**config.mk**
```make
export PLATFORM = sky130hd
export DESIGN_NAME = mem_access_unit
export DESIGN_NICKNAME = d
export VERILOG_FILES = /design/src/rtl/mem_access_unit.sv
export SDC_FILE = /design/constraint.sdc
export NUM_CORES = 1
export LEC_CHECK = 0
export BUFFER_PORTS_ARGS = -buffer_cell sky130_fd_sc_hd__buf_2
export CAP_MARGIN = 20
export CORE_MARGIN = 5
export CORE_UTILIZATION = 27
export CTS_BUF_LIST = sky130_fd_sc_hd__clkbuf_8
export CTS_CLUSTER_SIZE = 20
export DETAILED_ROUTE_END_ITERATION = 8
export GPL_ROUTABILITY_DRIVEN = 0
export PLACE_DENSITY = 0.55
export REMOVE_ABC_BUFFERS = 1
export SLEW_MARGIN = 10
export SYNTH_ARGS = -nofsm -noshare
export SYNTH_HDL_FRONTEND = slang
export SYNTH_SLANG_ARGS = --single-unit
```
**constraint.sdc**
```tcl
create_clock -name i_clock -period 4.3 [get_ports i_clock]
set_clock_uncertainty 0.1 [all_clocks]
set_input_delay 0.215 -clock i_clock [delete_from_list [all_inputs] [get_ports i_clock]]
set_output_delay 0.215 -clock i_clock [all_outputs]
set_load 0.03 [all_outputs]
```
**src/rtl/mem_access_unit.sv**
```systemverilog
// MEM-stage load/store alignment unit: big-endian byte/half/word access to a word-wide memory,
// sub-word stores as a stalled read-modify-write. Optional MEM_ACCESS_ERR_COUNT_EN adds o_err_count.
module mem_access_unit #(
  parameter int ADDR_W = 12,
  parameter int DATA_W = 32
) (
  input  logic              i_clock,
  input  logic              i_reset_n,
  input  logic              i_req,
  input  logic              i_we,
  input  logic [1:0]        i_size,
  input  logic              i_sign_ext,
  input  logic [ADDR_W-1:0] i_addr,
  input  logic [DATA_W-1:0] i_wdata,
  output logic [ADDR_W-3:0] o_mem_addr,
  output logic [DATA_W-1:0] o_mem_wdata,
  output logic              o_mem_write,
  input  logic [DATA_W-1:0] i_mem_rdata,
  output logic [DATA_W-1:0] o_load_data,
  output logic              o_load_valid,
  output logic              o_align_err,
  output logic              o_stall,
  output logic              o_dbg_state
`ifdef MEM_ACCESS_ERR_COUNT_EN
  ,
  output logic [15:0]       o_err_count
`endif
);

  // Handshake: i_req is valid-only. o_stall is the inverse of ready; while it is 1
  // upstream must hold i_req and every operand unchanged for the following cycle.

  typedef enum logic {
    IDLE      = 1'b0,
    RMW_WRITE = 1'b1
  } state_t;

  state_t              r_state;
  state_t              w_next_state;
  logic [DATA_W-1:0]   r_merge;
  logic [ADDR_W-3:0]   r_addr;
  logic [DATA_W-1:0]   r_load_data;
  logic                r_load_valid;
  logic                r_align_err;

  logic                w_aligned;
  logic                w_is_load;
  logic                w_is_word_st;
  logic                w_is_sub_st;
  logic                w_err;
  logic [7:0]          w_byte;
  logic [15:0]         w_half;
  logic [DATA_W-1:0]   w_load_ext;
  logic [DATA_W-1:0]   w_merge;

  always_comb begin
    w_aligned = 1'b0;
    case (i_size)
      2'b00:   w_aligned = 1'b1;
      2'b01:   w_aligned = ~i_addr[0];
      2'b10:   w_aligned = (i_addr[1:0] == 2'b00);
      default: w_aligned = 1'b0;
    endcase
  end

  assign w_is_load    = i_req & ~i_we & w_aligned;
  assign w_is_word_st = i_req & i_we & w_aligned & (i_size == 2'b10);
  assign w_is_sub_st  = i_req & i_we & w_aligned & ~i_size[1];
  assign w_err        = i_req & ~w_aligned;

  // Big-endian lane selection: offset 0 is the most significant byte.
  always_comb begin
    w_byte = 8'h00;
    case (i_addr[1:0])
      2'b00:   w_byte = i_mem_rdata[31:24];
      2'b01:   w_byte = i_mem_rdata[23:16];
      2'b10:   w_byte = i_mem_rdata[15:8];
      default: w_byte = i_mem_rdata[7:0];
    endcase
    w_half = i_addr[1] ? i_mem_rdata[15:0] : i_mem_rdata[31:16];
  end

  always_comb begin
    w_load_ext = i_mem_rdata;
    case (i_size)
      2'b00:   w_load_ext = {{(DATA_W-8){i_sign_ext & w_byte[7]}}, w_byte};
      2'b01:   w_load_ext = {{(DATA_W-16){i_sign_ext & w_half[15]}}, w_half};
      default: w_load_ext = i_mem_rdata;
    endcase
  end

  always_comb begin
    w_merge = i_mem_rdata;
    if (i_size == 2'b00) begin
      case (i_addr[1:0])
        2'b00:   w_merge[31:24] = i_wdata[7:0];
        2'b01:   w_merge[23:16] = i_wdata[7:0];
        2'b10:   w_merge[15:8]  = i_wdata[7:0];
        default: w_merge[7:0]   = i_wdata[7:0];
      endcase
    end else if (i_addr[1]) begin
      w_merge[15:0] = i_wdata[15:0];
    end else begin
      w_merge[31:16] = i_wdata[15:0];
    end
  end

  always_ff @(posedge i_clock or negedge i_reset_n) begin
    if (!i_reset_n) r_state <= IDLE;
    else            r_state <= w_next_state;
  end

  // Memory-side outputs are gated by reset so a write strobe never survives reset assertion.
  always_comb begin
    w_next_state = r_state;
    o_mem_addr   = i_addr[ADDR_W-1:2];
    o_mem_wdata  = i_wdata;
    o_mem_write  = 1'b0;
    o_stall      = 1'b0;
    case (r_state)
      IDLE: begin
        o_mem_write = w_is_word_st & i_reset_n;
        o_stall     = w_is_sub_st & i_reset_n;
        if (w_is_sub_st) w_next_state = RMW_WRITE;
      end
      RMW_WRITE: begin
        o_mem_addr   = r_addr;
        o_mem_wdata  = r_merge;
        o_mem_write  = i_reset_n;
        w_next_state = IDLE;
      end
      default: w_next_state = IDLE;
    endcase
  end

  always_ff @(posedge i_clock or negedge i_reset_n) begin
    if (!i_reset_n) begin
      r_load_data  <= '0;
      r_load_valid <= 1'b0;
      r_align_err  <= 1'b0;
      r_merge      <= '0;
      r_addr       <= '0;
    end else begin
      r_load_valid <= 1'b0;
      r_align_err  <= 1'b0;
      if (r_state == IDLE) begin
        if (w_is_load) begin
          r_load_data  <= w_load_ext;
          r_load_valid <= 1'b1;
        end
        if (w_err) r_align_err <= 1'b1;
        if (w_is_sub_st) begin
          r_merge <= w_merge;
          r_addr  <= i_addr[ADDR_W-1:2];
        end
      end
    end
  end

`ifdef MEM_ACCESS_ERR_COUNT_EN
  logic [15:0] r_err_count;

  always_ff @(posedge i_clock or negedge i_reset_n) begin
    if (!i_reset_n)                            r_err_count <= 16'h0000;
    else if (r_align_err && r_err_count != 16'hFFFF) r_err_count <= r_err_count + 16'h0001;
  end

  assign o_err_count = r_err_count;
`endif

  assign o_load_data  = r_load_data;
  assign o_load_valid = r_load_valid;
  assign o_align_err  = r_align_err;
  assign o_dbg_state  = (r_state == RMW_WRITE);

endmodule
```
==> metrics.yaml <==
reg2reg_from: "o_dbg_state"
relSlewSlack_pct: 37.03
drt_wl_total_um: 15770
crit_path_max_fanout: 45
synthToLayoutAreaGrowth_pct: 27.54
hpwlAfterDp_um: 11460
synth_async_sr_flop_share_pct: 100.0
min_to: "o_align_err"
first_iter_violations: 255
slew_violations: 0
fp.dieW_um: 140.6
power_switching_mw: 0.9204
hold_depth: 3
die_y_um: 140.6
cts_tree: "yes"
r2r_end: "r_addr[8]"
grt-ovfl-total: 0
grt_pass1_wl_um: 24160
arrival_ps: 2410
power_leakage_nw: 2.633
cts_made_buffers: 9
pin_count: 162
clk_pin_slew_worst_paths_ps: 80
hp-class: "input pin to flip-flop"
worstPathRequired_ps: 3980
powerDensity_nw_per_um2: 416.6
antenna_found_initial: 0
hold_viol: 0
pwr-share-clk_pct: 25.9
combPwrFrac_pct: 33.1
grt_max_degree: 80
rrSetupSlack_ps: 1680
yosys_warnings: 0
critical_path_class: "flip-flop to primary output"
ys_ff_latch: 77
r2r_cells: 5
diodes: 0
fin_crit_ps: 2725
clockBufferDepth: 2
nets: 710
swShare_pct: 37.64
postCtsHoldBufs: 11
p_int_mw: 1.525
whs_ps: 31.72
ys_seq_area_share_pct: 41.87
cts_root_buf: "clkbuf_8"
postSynthAreaPerCell_um2: 9.548
cp-end-kind: "primary output"
cts_setup_buffers: 0
max_cap_violations: 0
synth_area_um2: 4602
start_kind: "flip-flop"
grt_pass1_vias: 4290
synth_edf_count: 0
min_period_over_period_pct: 63.36
vias_per_cell: 5.013
cts_resized: 0
rsz0062_at_grt: "false"
dieArea_um2: 19760
setup_viol: 0
synth_cell_type_count: 42
cts_sinks: 77
portBuffers: 161
start_util_pct: 27.65
netlist_instances: 482
firstDrtPassIters: 5
track_usage_pct: 15.42
h-tree-depth: 3
drc: 0
seqPwrFrac_pct: 41.0
core_area_um2: 16640
routedWlPerCell_um: 18.50
drive_gt1_share_pct: 41.77
ant_nets: 0
min_from: "i_req"
outcome: "finished clean"
ir_drop_v: 0.0001662
fin_setup_tns_ps: 0
clkLatencyLatePin_ps: 360
vias: 4271
fillers: 1708
num_rows: 47
synthFlopType: "dfrtp_1"
clock.fmax_mhz: 367.0
worst_pin_slew_ps: 944.6
worst max-delay path by stage:
stage	startpoint	end	slack, ps	depth (start not counted)
floorplan	o_dbg_state	o_stall	860	4
global placement	i_addr[1]	o_load_data[31]	1570	7
detailed placement	i_addr[1]	o_load_data[29]	1460	7
CTS	o_dbg_state	o_stall	1510	6
global route	o_dbg_state	o_stall	1420	6
finish	o_dbg_state	o_stall	1580	6
critical path, stage by stage, from the launching register on:
cell	delay, ps
dfrtp_2	440
buf_4	320
nand2b_1	240
a2111o_2	590
inv_1	130
and2_1	130
buf_2	190
power by group through the flow:
stage	sequential (mW)	clock, mW	combinational, mW
after floorplan	1.16	0	0.348
after global placement	1.01	0	0.794
after detailed placement	1.02	0	0.805
after CTS	1.00	0.660	0.816
after global routing	1.02	0.682	0.882
final	1.00	0.634	0.810
registers in the layout, summed over array words and instances (netlist names):
register      flops
o_load_data      32
o_dbg_state       1
o_load_valid      1
r_addr           10
o_align_err       1
r_merge          32
final cells by class:
class | count | area (um^2) | share of cell area (%)
inverters | 13 | 50.05 | 0.8527
well taps | 220 | 275.3 | 4.690
clock inverters | 5 | 73.82 | 1.258
multi-input cells | 349 | 2415 | 41.14
flip-flops and latches | 77 | 1928 | 32.85
repair buffers | 177 | 975.9 | 16.63
clock buffers | 11 | 151.4 | 2.579
placed cells by master (no fill, tap or decap), types with 2 or more instances in the layout:
cell type	instances
a221o_1	3
o21ai_2	10
nor3_1	3
o31ai_1	3
buf_2	160
or3b_2	4
o21a_1	2
nor2b_1	3
or3_1	5
or2_2	2
a21oi_1	28
nor3b_1	5
a211oi_1	4
bufinv_16	2
nor2_1	19
o21ai_0	74
inv_1	13
nor4_1	3
dlygate4sd3_1	11
buf_4	5
o211ai_1	20
dfrtp_1	76
mux2i_1	17
a211oi_4	2
and2_1	2
a221oi_1	2
clkbuf_8	11
nand2_1	52
clkinv_2	3
o22ai_1	20
mux2_2	55
layer usage:
layer | global-route usage (%) | wire [um] | vias up | share of wire, %
li1 | - | - | 2044 | -
met1 | 19.78 | 6819 | 2043 | 43
met2 | 24.80 | 7488 | 158 | 47
met3 | 3.374 | 996 | 26 | 6.3
met4 | 7.088 | 461 | 0 | 2.9
met5 | 0 | 0 | - | 0
synth_stat cells, types with 3 or more instances:
| cell type | number | share of area, % |
|---|---|---|
| clkbuf_1 | 24 | 2.0 |
| nor2_1 | 19 | 1.5 |
| buf_2 | 10 | 1.1 |
| a21oi_1 | 28 | 3.0 |
| a221o_1 | 3 | 0.65 |
| mux2_2 | 55 | 13 |
| or3b_2 | 4 | 0.76 |
| o211ai_1 | 20 | 3.3 |
| o22ai_1 | 20 | 2.7 |
| o31ai_1 | 3 | 0.49 |
| nor3_1 | 3 | 0.33 |
| nor3b_1 | 5 | 0.82 |
| o21ai_0 | 74 | 8.0 |
| nor4_1 | 3 | 0.41 |
| o21ai_2 | 10 | 1.9 |
| buf_1 | 3 | 0.24 |
| nand2_1 | 52 | 4.2 |
| or3_1 | 5 | 0.68 |
| a211oi_1 | 4 | 0.65 |
| nor2b_1 | 3 | 0.41 |
| buf_6 | 4 | 0.98 |
| dfrtp_1 | 77 | 42 |
| inv_1 | 12 | 0.98 |
| mux2i_1 | 17 | 3.7 |
logic make-up (layout without fill, tap and decap cells):
logic type,count (synthesis),after routing,synth area share [%]
AND/OR/NAND/NOR,101,101,10.25
flip-flops,77,77,41.87
AO/OA/AOI/OAI,175,175,24.55
buffers and inverters,56,206,5.682
multiplexers,73,73,17.65
through the flow:
step | setup slack, ps | utilization (%) | area, um^2 | power (mW) | cells
finish | 1575 | 35.27 | 5869 | 2.445 | 852
global route | 1424 | 35.27 | 5869 | 2.587 | 852
CTS | 1509 | 35.10 | 5842 | 2.479 | 851
detailed placement | 1461 | 33.09 | 5507 | 1.822 | 824
global placement | 1570 | 33.09 | 5507 | 1.803 | 824
floorplan | 864.7 | - | 4390 | 1.503 | 439
Power figures use the tool's default switching activity.
